$ cat src/rtl/lzc_pipe.sv
// lzc_pipe: two-stage leading-zero counter with valid/ready handshake.
// S1 counts leading zeros of the upper and lower halves in parallel.
// S2 merges the two half counts into the final count and zero flag.
// The S2 registers drive the out_* ports directly.
module lzc_pipe #(
    parameter int N       = 32,
    parameter int D_WIDTH = $clog2(N)
) (
    input  logic               clk,
    input  logic               rst_n,
    input  logic               in_valid,
    output logic               in_ready,
    input  logic [N-1:0]       in_x,
    output logic               out_valid,
    input  logic               out_ready,
    output logic [N-1:0]       out_x,
    output logic [D_WIDTH-1:0] out_d,
    output logic               out_zero
);

    localparam int L  = N / 2;   // split point; lower field is [L-1:0]
    localparam int UW = N - L;   // upper field width, bits [N-1:L]

    typedef struct packed {
        logic [N-1:0]       x;
        logic [D_WIDTH-1:0] lz_hi;
        logic [D_WIDTH-1:0] lz_lo;
        logic               zero_hi;
        logic               zero_lo;
    } s1_t;

    typedef struct packed {
        logic [N-1:0]       x;
        logic [D_WIDTH-1:0] d;
        logic               zero;
    } s2_t;

    logic s1_valid_q, s1_valid_d;
    logic s2_valid_q, s2_valid_d;
    s1_t  s1_q, s1_d, s1_new;
    s2_t  s2_q, s2_d, s2_new;
    logic adv1, adv2;

    // Handshake: a stage may take new data when it is empty or its successor advances.
    always_comb begin
        adv2     = !s2_valid_q || out_ready;
        adv1     = !s1_valid_q || adv2;
        in_ready = adv1;
    end

    // Per-half leading-zero counts; the highest set bit is the last match, so it wins.
    always_comb begin
        s1_new         = '0;
        s1_new.x       = in_x;
        s1_new.zero_hi = ~|in_x[N-1:L];
        s1_new.zero_lo = ~|in_x[L-1:0];
        for (int i = L; i < N; i++) begin
            if (in_x[i]) s1_new.lz_hi = D_WIDTH'(N - 1 - i);
        end
        for (int i = 0; i < L; i++) begin
            if (in_x[i]) s1_new.lz_lo = D_WIDTH'(L - 1 - i);
        end
    end

    // Merge half counts; the lower count is offset by the upper field width.
    always_comb begin
        s2_new      = '0;
        s2_new.x    = s1_q.x;
        s2_new.zero = s1_q.zero_hi && s1_q.zero_lo;
        if (!s1_q.zero_hi)
            s2_new.d = s1_q.lz_hi;
        else if (!s1_q.zero_lo)
            s2_new.d = D_WIDTH'(UW) + s1_q.lz_lo;
        else
            s2_new.d = '0;
    end

    // Next-state for both stages; data loads only when a valid item actually moves in,
    // which keeps out_* quiet while the pipe is empty and frozen while stalled.
    always_comb begin
        s1_valid_d = s1_valid_q;
        s1_d       = s1_q;
        s2_valid_d = s2_valid_q;
        s2_d       = s2_q;
        if (adv2) begin
            s2_valid_d = s1_valid_q;
            if (s1_valid_q) s2_d = s2_new;
        end
        if (adv1) begin
            s1_valid_d = in_valid;
            if (in_valid) s1_d = s1_new;
        end
    end

    // Stage registers with synchronous active-low reset.
    always_ff @(posedge clk) begin
        if (!rst_n) begin
            s1_valid_q <= 1'b0;
            s2_valid_q <= 1'b0;
            s1_q       <= '0;
            s2_q       <= '0;
        end else begin
            s1_valid_q <= s1_valid_d;
            s2_valid_q <= s2_valid_d;
            s1_q       <= s1_d;
            s2_q       <= s2_d;
        end
    end

    // Outputs come straight from the S2 registers.
    always_comb begin
        out_valid = s2_valid_q;
        out_x     = s2_q.x;
        out_d     = s2_q.d;
        out_zero  = s2_q.zero;
    end

endmodule

$ cat config.mk
export PLATFORM = sky130hd
export DESIGN_NAME = lzc_pipe
export DESIGN_NICKNAME = d
export VERILOG_FILES = /design/src/rtl/lzc_pipe.sv
export SDC_FILE = /design/constraint.sdc
export NUM_CORES = 1
export LEC_CHECK = 0
export CELL_PAD_IN_SITES_DETAIL_PLACEMENT = 0
export CELL_PAD_IN_SITES_GLOBAL_PLACEMENT = 1
export CORE_ASPECT_RATIO = 1.2
export CORE_MARGIN = 3
export CORE_UTILIZATION = 37
export CTS_BUF_LIST = sky130_fd_sc_hd__clkbuf_16
export DETAILED_ROUTE_END_ITERATION = 12
export PLACE_DENSITY = 0.89
export SLEW_MARGIN = 5
export SYNTH_ARGS = -nofsm -noshare
export SYNTH_HDL_FRONTEND = slang
export SYNTH_SLANG_ARGS = --single-unit
$ cat constraint.sdc
create_clock -name clk -period 1.4 [get_ports clk]
set_clock_uncertainty 0.1 [all_clocks]
set_input_delay 0.21 -clock clk [delete_from_list [all_inputs] [get_ports clk]]
set_output_delay 0.21 -clock clk [all_outputs]
set_load 0.05 [all_outputs]
==> results by group <==
Run status
  • Status: complete, but fails checks
  • Failing checks: setup timing

Placed design
  • Hpwl dp: roughly 6.5 mm
  • Post-placement cell area: approximately 0.0051 sq mm
  • Port Buffers: 75
  • Final GP Congestion: ~0.87

Global routing
  • Met2 Usage GRT: between 20% and 30%
  • Largest net degree at the start of global routing: 48
  • Initial antenna violation count: 0
  • Total grt overflow: 0
  • Grt peak-use layer: met2
  • Vias in the first global route: around 3300
  • Met1 Resource Use GR: ~22%
  • Routing usage on met3: 4.05%
  • Gr usage total: approximately 18%
  • First-pass GRT wire length: 14.9 mm

Critical path
  • Crit path launch type: input port
  • WP data required: around 1.1 ns
  • Buf/Inv on CP: 3
  • CP max-delay cell: clkdlybuf4s50_1
  • Reg2Reg Setup Slack: -0.01 ns
  • Critical Setup Path Class: input port to output port
  • R2R depth: 4
  • Crit. End Element: output port
  • Critical path arrival: 1.17 ns
  • Crit path max fanout: 2
  • Worst R2R Start: out_valid
  • R2R Path End: s1_q[2]
  • Worst path cell trace: clkdlybuf4s50_1 > nand3b_1 > buf_6 > buf_12
  • Delay-heaviest family, CP: buffers and inverters
  • Max incr delay on CP: ~0.44 ns

Detailed routing
  • Via count: 3253
  • WL/cell: about 14 um
  • DRT iter0 DRCs: 131
  • DRC violations left: 0
  • Pre-Repair DR Iteration Count: 4
  • Vias per cell: ~5
  • Antenna viol nets, final: 0
  • Final WL: between 9 and 10 mm

Flow run
  • Max-cap violations: 0

Timing
  • Tmin final: 1.48 ns
  • Fmax: 675 MHz
  • WHS: around 0.19 ns
  • Setup repair after global routing missed its margin: yes
  • Final Max Slew Viols: 0
  • # setup viols final: 5
  • Max-slew headroom: 73.8%
  • Final hold violations: 0
  • Fin crit share: 106%
  • Final worst setup slack: -0.0814 ns
  • Setup_tns: -0.162 ns
  • Worst-margin pin slew: around 0.39 ns

Final layout
  • P&R area growth vs syn: 62.9%
  • Fillers: between 700 and 800
  • # diodes: 0
  • Nets: 572
  • Register area: around 0.0016 sq mm
  • Post-route design area: around 0.0056 sq mm
  • Fraction of layout cells with a size suffix above 1: between 20% and 30%
  • Area of the multi-input gates: ~0.0017 sq mm

Power and ir drop
  • Maximum VDD drop: ~0.00066 V
  • Int Power: 4380 uW
  • Clk pwr share: 41.8%
  • Comb pwr share: 15.3%
  • Pwr dens: about 1000 mW/mm^2
  • Seq pwr share: 42.9%
  • Leakage power: 0.00218 uW
  • Net Switching: 1430 uW
  • Switching share of power: between 20 and 25%

Clocking
  • CTS Sinks: 82
  • Clk buf depth: 2
  • Clk Latency, worst-skew pair: approximately 0.33 ns
  • CTS tree: done
  • Root buffer cell: clkbuf_16
  • Inserted Clock Buffers: 9
  • Max H-tree Level: 3
  • Clock slew at reported path FFs: 0.06 ns

Synthesis
  • Main synth FF type: dfxtp_1
  • Area leader, netlist: dfxtp_1
  • Top-count cell post-synth: nand2_1
  • Synthesized area: ~0.0034 sq mm
  • Sequential fraction of the synthesis area: between 40% and 50%
  • Synth Net Count: around 450
  • EDFF count, synth: 0
  • Distinct cells, synth: 39
  • Post-synthesis cell count: just over 400
  • Async SR Flop Fraction: 0%
  • Synth warn: 0
  • Avg Cell Area, Syn: just over 8 sq um
  • Synth area leaders: dfxtp_1 (48%), a21boi_1 (15%), nand2_1 (15%), nor2_1 (2.1%), nand3_1 (1.6%)
  • Top post-synthesis cells by count: nand2_1 (136), dfxtp_1 (82), a21boi_1 (68), nor2_1 (19), nand3_1 (11)
  • Post-synth top area share: roughly 48%
  • Yosys reg bits: approximately 80

Hold path
  • HP Class: input port to flop
  • Worst hold start: rst_n
  • Hold Crit Endpoint: s1_q[40]
  • Hold Path Stages: 2

Floorplan
  • Initial Util: 38.9%
  • Die area: about 0.010 sq mm
  • I/O pin cnt: 76
  • FP Rows: 37
  • Die Ht: between 100 and 150 um
  • CORE AREA: ~0.009 sq mm
  • DIE WIDTH: between 90 and 100 um
-- per-stage QoR --
stage | utilization [%] | power [uW] | setup slack (ns) | std cells
after floorplan | - | 2910 | -0.314 | 413
after global placement | 58.3 | 3380 | -0.304 | 638
after detailed placement | 58.3 | 3400 | -0.388 | 638
after CTS | 62.6 | 5810 | -0.0612 | 657
after global routing | 63.4 | 6010 | -0.128 | 658
final | 63.4 | 5800 | -0.0814 | 658
-- registers in the layout, summed over array words and instances (netlist names) --
register	count
out_valid	1
out_d	5
s1_q	42
s1_valid_q	1
out_x	32
out_zero	1
-- what timing repair did --
item | in CTS | in global routing
gates resized for setup | 8 | 13
setup endpoints to repair | 21 | 66
pin swaps | 0 | 0
buffers inserted | 3 | 1
hold buffers | 0 | 0
-- placed cells by master, fill, tap and decap left out, drive strengths merged, types with 2 or more instances in the layout --
cell           synthesis  final
a31oi                  2      2
a221oi                 4      4
clkbuf                 9     10
inv                   10     11
a21oi                  5      5
buf                   16    103
nand3                 11     11
nand2                137    137
clkinv                 0      4
nor3b                  6      6
or4                    2      2
o31ai                  2      2
nor2b                  4      4
nor4                   6      6
a21boi                71     71
nor2                  19     19
and2                   2      2
nor3                   2      2
a211o                  2      2
o311ai                 2      2
o41ai                  2      2
o221ai                 2      2
nand4                  2      2
clkdlybuf4s50          0     33
nand2b                 3      3
dfxtp                 82     82
o21ai                  6      6
-- per-layer routing --
metal | share of wire (%) | wire, um
met2 | 49 | 4400
met5 | 0 | 0
met3 | 5.3 | 480
met4 | 1.4 | 124
met1 | 45 | 4050
-- cell type report --
type / instances / share of cell area (%)
Timing Repair Buffer: 137 / 31.2
Multi-Input combinational cell: 296 / 30.3
Sequential cell: 82 / 29.5
Clock buffer: 10 / 4.49
Tap cell: 117 / 2.62
Clock inverter: 6 / 1.17
Inverter: 10 / 0.673
-- worst register-to-register path, cell delays in order (launching register included) --
cell and delay [ns]:
dfxtp_4 0.34, nor2b_2 0.18, a21oi_2 0.24, nand2_1 0.14, o41ai_2 0.32
-- logic make-up (layout without fill, tap and decap cells) --
group	count (synthesis)	after routing	share of synthesized area [%]
and+or+nand+nor	195	195	24.2
DFF	82	82	48.0
AOI/OAI and AO/OA	101	101	22.3
buffers and inverters	35	163	5.48
-- how the worst max path moves through the flow --
stage	depth (start not counted)	slack, ns	startpoint	endpoint
after CTS	4	-0.06	out_valid	in_ready
after floorplan	5	-0.31	out_valid	s1_q[10]
final	4	-0.08	out_ready	in_ready
after global routing	4	-0.13	out_valid	in_ready
after global placement	7	-0.30	in_x[0]	s1_q[4]
after detailed placement	6	-0.39	out_ready	out_x[23]
-- power by group through the flow --
| stage | clock network, uW | logic [uW] | registers [uW] |
|---|---|---|---|
| after floorplan | 0 | 290 | 2620 |
| after global placement | 0 | 845 | 2540 |
| after detailed placement | 0 | 857 | 2540 |
| after CTS | 2450 | 876 | 2490 |
| after global routing | 2550 | 955 | 2500 |
| final | 2420 | 889 | 2490 |
(Power assumes the default switching activity.)
